$ cat src/rtl/apb_master_bridge_if.sv
// Bundles the local command/response port and the APB bus of apb_master_bridge.
// The bridge connects through 'master'; the environment (requester + completer) through 'slave'.
interface apb_master_bridge_if;
  logic        cmd_valid;
  logic        cmd_ready;
  logic        cmd_write;
  logic [31:0] cmd_addr;
  logic [31:0] cmd_wdata;

  logic        rsp_valid;
  logic        rsp_ready;
  logic [31:0] rsp_rdata;
  logic        rsp_err;
  logic        rsp_timeout;

  logic [31:0] paddr;
  logic [31:0] pwdata;
  logic        pwrite;
  logic        psel;
  logic        penable;
  logic [31:0] prdata;
  logic        pready;
  logic        pslverr;

  modport master (
    input  cmd_valid, cmd_write, cmd_addr, cmd_wdata,
    output cmd_ready,
    output rsp_valid, rsp_rdata, rsp_err, rsp_timeout,
    input  rsp_ready,
    output paddr, pwdata, pwrite, psel, penable,
    input  prdata, pready, pslverr
  );

  modport slave (
    output cmd_valid, cmd_write, cmd_addr, cmd_wdata,
    input  cmd_ready,
    input  rsp_valid, rsp_rdata, rsp_err, rsp_timeout,
    output rsp_ready,
    input  paddr, pwdata, pwrite, psel, penable,
    output prdata, pready, pslverr
  );
endinterface

$ cat src/rtl/apb_master_bridge.sv
// Single-outstanding APB requester: one local command becomes one SETUP/ACCESS transfer
// and one response, with wait-state timeout and optional registered-read sample cycle.
module apb_master_bridge #(
  parameter int TIMEOUT = 16,
  parameter int RD_LAT  = 1
) (
  input  logic                 pclk,
  input  logic                 preset,
  apb_master_bridge_if.master  bus
);

  localparam logic [2:0] S_IDLE   = 3'd0;
  localparam logic [2:0] S_SETUP  = 3'd1;
  localparam logic [2:0] S_ACCESS = 3'd2;
  localparam logic [2:0] S_RDWAIT = 3'd3;
  localparam logic [2:0] S_RESP   = 3'd4;

  localparam int CW = (TIMEOUT > 0) ? $clog2(TIMEOUT + 1) : 1;
  localparam logic [CW-1:0] WAIT_LAST = (TIMEOUT > 0) ? CW'(TIMEOUT - 1) : '0;

  logic [2:0]    state_q, state_d;
  logic [31:0]   paddr_q, paddr_d;
  logic [31:0]   pwdata_q, pwdata_d;
  logic          pwrite_q, pwrite_d;
  logic [31:0]   rsp_rdata_q, rsp_rdata_d;
  logic          rsp_err_q, rsp_err_d;
  logic          rsp_timeout_q, rsp_timeout_d;
  logic [CW-1:0] wait_cnt_q, wait_cnt_d;

  always_comb begin
    state_d       = state_q;
    paddr_d       = paddr_q;
    pwdata_d      = pwdata_q;
    pwrite_d      = pwrite_q;
    rsp_rdata_d   = rsp_rdata_q;
    rsp_err_d     = rsp_err_q;
    rsp_timeout_d = rsp_timeout_q;
    wait_cnt_d    = wait_cnt_q;

    case (state_q)
      S_IDLE: begin
        if (bus.cmd_valid) begin
          paddr_d       = bus.cmd_addr;
          pwdata_d      = bus.cmd_wdata;
          pwrite_d      = bus.cmd_write;
          rsp_rdata_d   = '0;
          rsp_err_d     = 1'b0;
          rsp_timeout_d = 1'b0;
          wait_cnt_d    = '0;
          state_d       = S_SETUP;
        end
      end

      S_SETUP: begin
        state_d = S_ACCESS;
      end

      S_ACCESS: begin
        if (bus.pready) begin
          if (bus.pslverr) begin
            rsp_err_d   = 1'b1;
            rsp_rdata_d = '0;
            state_d     = S_RESP;
          end else if (pwrite_q) begin
            state_d = S_RESP;
          end else if (RD_LAT == 0) begin
            rsp_rdata_d = bus.prdata;
            state_d     = S_RESP;
          end else begin
            state_d = S_RDWAIT;
          end
        end else begin
          wait_cnt_d = wait_cnt_q + 1'b1;
          // wait_cnt_q counts the low cycles already seen, so this is the TIMEOUT-th one.
          if (TIMEOUT != 0 && wait_cnt_q == WAIT_LAST) begin
            rsp_err_d     = 1'b1;
            rsp_timeout_d = 1'b1;
            rsp_rdata_d   = '0;
            state_d       = S_RESP;
          end
        end
      end

      S_RDWAIT: begin
        rsp_rdata_d = bus.prdata;
        state_d     = S_RESP;
      end

      S_RESP: begin
        if (bus.rsp_ready) begin
          state_d = S_IDLE;
        end
      end

      default: begin
        state_d = S_IDLE;
      end
    endcase
  end

  always_ff @(posedge pclk) begin
    if (preset) begin
      state_q       <= S_IDLE;
      paddr_q       <= '0;
      pwdata_q      <= '0;
      pwrite_q      <= 1'b0;
      rsp_rdata_q   <= '0;
      rsp_err_q     <= 1'b0;
      rsp_timeout_q <= 1'b0;
      wait_cnt_q    <= '0;
    end else begin
      state_q       <= state_d;
      paddr_q       <= paddr_d;
      pwdata_q      <= pwdata_d;
      pwrite_q      <= pwrite_d;
      rsp_rdata_q   <= rsp_rdata_d;
      rsp_err_q     <= rsp_err_d;
      rsp_timeout_q <= rsp_timeout_d;
      wait_cnt_q    <= wait_cnt_d;
    end
  end

  // Every output is a flop or a decode of state_q; nothing passes straight through.
  assign bus.cmd_ready   = (state_q == S_IDLE);
  assign bus.psel        = (state_q == S_SETUP) || (state_q == S_ACCESS);
  assign bus.penable     = (state_q == S_ACCESS);
  assign bus.rsp_valid   = (state_q == S_RESP);
  assign bus.paddr       = paddr_q;
  assign bus.pwdata      = pwdata_q;
  assign bus.pwrite      = pwrite_q;
  assign bus.rsp_rdata   = rsp_rdata_q;
  assign bus.rsp_err     = rsp_err_q;
  assign bus.rsp_timeout = rsp_timeout_q;

  a_access_stable: assert property (@(posedge pclk) disable iff (preset)
    (state_q == S_ACCESS) |-> ($stable(paddr_q) && $stable(pwdata_q) && $stable(pwrite_q)));

  a_resp_stable: assert property (@(posedge pclk) disable iff (preset)
    ((state_q == S_RESP) && $past(state_q == S_RESP)) |->
      ($stable(rsp_rdata_q) && $stable(rsp_err_q) && $stable(rsp_timeout_q)));

endmodule

$ cat src/flat_wrapper.sv
// flat-port wrapper written by rule: the top's interface ports become plain ports
module apb_master_bridge_flat 
#(
  parameter int TIMEOUT = 16,
  parameter int RD_LAT  = 1
)
  (pclk, preset, bus_cmd_valid, bus_cmd_write, bus_cmd_addr, bus_cmd_wdata, bus_cmd_ready, bus_rsp_valid, bus_rsp_rdata, bus_rsp_err, bus_rsp_timeout, bus_rsp_ready, bus_paddr, bus_pwdata, bus_pwrite, bus_psel, bus_penable, bus_prdata, bus_pready, bus_pslverr);
  apb_master_bridge_if bus_i ();
  input  logic pclk;
  input  logic preset;
  input wire logic [$bits(bus_i.cmd_valid)-1:0] bus_cmd_valid;
  input wire logic [$bits(bus_i.cmd_write)-1:0] bus_cmd_write;
  input wire logic [$bits(bus_i.cmd_addr)-1:0] bus_cmd_addr;
  input wire logic [$bits(bus_i.cmd_wdata)-1:0] bus_cmd_wdata;
  output wire logic [$bits(bus_i.cmd_ready)-1:0] bus_cmd_ready;
  output wire logic [$bits(bus_i.rsp_valid)-1:0] bus_rsp_valid;
  output wire logic [$bits(bus_i.rsp_rdata)-1:0] bus_rsp_rdata;
  output wire logic [$bits(bus_i.rsp_err)-1:0] bus_rsp_err;
  output wire logic [$bits(bus_i.rsp_timeout)-1:0] bus_rsp_timeout;
  input wire logic [$bits(bus_i.rsp_ready)-1:0] bus_rsp_ready;
  output wire logic [$bits(bus_i.paddr)-1:0] bus_paddr;
  output wire logic [$bits(bus_i.pwdata)-1:0] bus_pwdata;
  output wire logic [$bits(bus_i.pwrite)-1:0] bus_pwrite;
  output wire logic [$bits(bus_i.psel)-1:0] bus_psel;
  output wire logic [$bits(bus_i.penable)-1:0] bus_penable;
  input wire logic [$bits(bus_i.prdata)-1:0] bus_prdata;
  input wire logic [$bits(bus_i.pready)-1:0] bus_pready;
  input wire logic [$bits(bus_i.pslverr)-1:0] bus_pslverr;
  assign bus_i.cmd_valid = bus_cmd_valid;
  assign bus_i.cmd_write = bus_cmd_write;
  assign bus_i.cmd_addr = bus_cmd_addr;
  assign bus_i.cmd_wdata = bus_cmd_wdata;
  assign bus_cmd_ready = bus_i.cmd_ready;
  assign bus_rsp_valid = bus_i.rsp_valid;
  assign bus_rsp_rdata = bus_i.rsp_rdata;
  assign bus_rsp_err = bus_i.rsp_err;
  assign bus_rsp_timeout = bus_i.rsp_timeout;
  assign bus_i.rsp_ready = bus_rsp_ready;
  assign bus_paddr = bus_i.paddr;
  assign bus_pwdata = bus_i.pwdata;
  assign bus_pwrite = bus_i.pwrite;
  assign bus_psel = bus_i.psel;
  assign bus_penable = bus_i.penable;
  assign bus_i.prdata = bus_prdata;
  assign bus_i.pready = bus_pready;
  assign bus_i.pslverr = bus_pslverr;
  apb_master_bridge #(.TIMEOUT(TIMEOUT), .RD_LAT(RD_LAT)) u_core (.pclk(pclk), .preset(preset), .bus(bus_i));
endmodule
$ cat config.mk
export PLATFORM = sky130hd
export DESIGN_NAME = apb_master_bridge_flat
export DESIGN_NICKNAME = d
export VERILOG_FILES = /design/src/rtl/apb_master_bridge_if.sv /design/src/rtl/apb_master_bridge.sv /design/src/flat_wrapper.sv
export SDC_FILE = /design/constraint.sdc
export NUM_CORES = 1
export LEC_CHECK = 0
export CAP_MARGIN = 25
export CORE_MARGIN = 4
export CORE_UTILIZATION = 42
export CTS_CLUSTER_SIZE = 40
export DETAILED_ROUTE_END_ITERATION = 6
export HOLD_SLACK_MARGIN = 0.1
export PLACE_DENSITY = 0.88
export SLEW_MARGIN = 15
export SYNTH_ARGS = -nofsm -noshare
export SYNTH_HDL_FRONTEND = slang
export SYNTH_SLANG_ARGS = --single-unit
$ cat constraint.sdc
create_clock -name pclk -period 4.1 [get_ports pclk]
set_input_delay 0.82 -clock pclk [delete_from_list [all_inputs] [get_ports pclk]]
set_output_delay 0.82 -clock pclk [all_outputs]
set_load 0.03 [all_outputs]
==> reports/qor.csv <==
metric,value,unit
max-cap viol count,0,
total CTS buffers,9,
setup ws final,1.092,ns
GR Util All Layers,20.24,%
Max Slew Vio Count,0,
Synth async-reset ratio,0,%
sw frac,30.48,%
first-pass GRT wire length,18130,um
cts repair resizes,0,
Worst EP required,3.28,ns
WL/cell,15.86,um
Max Fclk,0.3325,GHz
CTS sink count,107,
top post-synthesis cells by area,"dfxtp_1 (56%), nand2_1 (13%), a21oi_1 (9.2%)",
synth unique cells,37,
Overflow after GRT,0,
outcome,"finished, final reports clean",
DP Area,0.005904,mm2
Die W,103.8,um
top post-synthesis cells by count,"nand2_1 (133), dfxtp_1 (107), a21oi_1 (71), a32o_1 (32), clkbuf_1 (16)",
unrepaired setup endpoints after global routing,false,
vias in the first global route,3666,
Slew headroom,31.76,%
height of the die,103.8,um
final total power,2.277,mW
largest net degree at the start of global routing,62,
DP HPWL,8448,um
"worst slack, placed",1.037,ns
Tmin final,3.008,ns
Worst EP arrival,2.19,ns
Post-Route WL,11510,um
Clock Root Buffer,clkbuf_8,
Synth Area per Inst,9.028,um2
Starting Density,43.78,%
drt pass-1 iters,4,
period utilisation layout,73.36,%
Worst-path clk slew,0.10,ns
vias,3725,
Critical Path End Type,primary output,
worst-path fanout max,19,
"count leader, synth",nand2_1,
worst skew pair latency,0.35,ns
WS Path Type,reg2out,
final hold violation count,0,
hold buffer count at cts,0,
Final Wtd Congestion,0.7672,
DRT antenna net count,0,
Antenna diodes,0,
CP startpoint kind,flop,
post-layout net count,718,
Initial DRC Count,186,
Int Power,1.583,mW
Cell Rows,34,
CP peak stage delay,0.75,ns
flop and latch count out of synthesis,107,
# DRC,0,
Post-CTS Setup Inserts,0,
Post-Syn Nets,532,
I/O Buffers,205,
final core utilization,69.15,%
Via density,5.131,
clock skew,0.01405,ns
clk buf depth,2,
I/O pin total,206,
RR Startpoint,u_core.state_q[1]$_SDFFE_PP0P_,
hold_sp,u_core.bus.paddr[21]$_SDFFE_PP0P_,
slew at the pin with the worst max-slew slack,1.022,ns
sequential area share after synthesis,55.57,%
Synth Cell Area,0.003855,mm2
Comb power frac,23.8,%
CP startpoint,u_core.state_q[1]$_SDFFE_PP0P_,
H-tree depth,3,
clock power share,26.2,%
Net Sw Power,0.6940,mW
Final Instance Area,0.006090,mm2
antenna violations before repair,0,
sequential share of power,50.0,%
leakage,2.190,nW
Post-synth EDFFs,0,
CTS tree,yes,
die area,0.01078,mm2
CP max stage cell,clkdlybuf4s50_1,
Fin Setup TNS,0,ns
Setup-failing EPs final,0,
Synth area leader,dfxtp_1,
HP Class,reg2reg,
core area,0.008806,mm2
power per cell area,373.9,mW/mm2
CP cell instances,"nor3b_1, clkdlybuf4s50_1",
Layout area overhead,57.97,%
top-area cell type share of the netlist area,55.57,%
Syn Inst Count,427,
YS warnings,0,
"Top FF cell, synth",dfxtp_1,
worst vdd ir,0.1957,mV
fraction of layout cells with a size suffix above 1,5.016,%
## registers in the layout (all words and copies together) (netlist names)
name	cells
u_core.state_q	3
u_core.wait_cnt_q	5
u_core.bus.rsp_err	1
u_core.bus.paddr	32
u_core.bus.rsp_rdata	32
u_core.bus.pwrite	1
u_core.bus.pwdata	32
u_core.bus.rsp_timeout	1
## power groups by stage
stage          clock network, mW  registers (mW)  logic, mW
2_1_floorplan                  0            1.26      0.191
3_3_place_gp                   0            1.16      0.532
3_5_place_dp                   0            1.16      0.543
4_1_cts                    0.619            1.14      0.545
5_1_grt                    0.657            1.15      0.578
6_report                   0.597            1.14      0.541
## per-layer routing
layer	share of wire, %	track usage (%)	wire length [um]
met2	53	37.14	6113
met4	1.4	6.173	165
met3	5.1	4.664	584
met5	0	0	0
met1	40	23.23	4648
## worst max-delay path, delay by kind of cell (launching register included)
| family | cells | cell delay [ns] |
|---|---|---|
| buf+inv | 1 | 0.75 |
| flops | 1 | 0.74 |
| simple gates | 1 | 0.35 |
## cell usage in the layout (no fill, tap or decap), drive strengths merged, types with 2 or more instances in the layout
cell	instances
or4b	2
clkdlybuf4s50	204
nand2	133
a32o	32
or2	2
nor3b	2
clkbuf	10
nor2	4
dfxtp	107
a21oi	71
buf	7
nand3	3
nand2b	6
ha	2
clkinv	3
nor3	2
nor4b	3
a2111oi	2
inv	5
## path summary, 6_finish.rpt
path,endpoint,slack [ns],cells past startpoint
worst min-delay path,u_core.bus.paddr[21]$_SDFFE_PP0P_,0.46,2
worst min register to register,u_core.bus.paddr[21]$_SDFFE_PP0P_,0.46,2
worst max-delay path,bus_penable,1.09,2
worst max register to register,u_core.bus.pwdata[16]$_SDFFE_PP0P_,1.82,4
## metrics by stage
stage               hold WS (ns)  std cells
floorplan                 0.4397        427
global placement          0.4418        710
detailed placement        0.4453        710
CTS                       0.4596        726
global route              0.4800        726
finish                    0.4589        726
## final cells by class
type                       instances  area [um2]
clock buffer                      10       137.6
sequential                       107        2142
tap                              108       135.1
fill                             714        2716
timing repair buffer             211        2092
clock inverter                     6       47.55
inverter                           3       11.26
multi-input combinational        281        1524
## logic make-up (layout without fill, tap and decap cells)
| logic type | Yosys count | count (layout) | share of synthesized area [%] |
|---|---|---|---|
| multiplexers | 1 | 1 | 0.2921 |
| AND/OR/NAND/NOR | 163 | 163 | 18.14 |
| AO/OA/AOI/OAI | 115 | 115 | 20.09 |
| flip-flops | 107 | 107 | 55.57 |
| adder cells (fa/ha/maj) | 2 | 2 | 0.6490 |
| buffers and inverters | 39 | 230 | 5.258 |
Power figures use the tool's default switching activity.
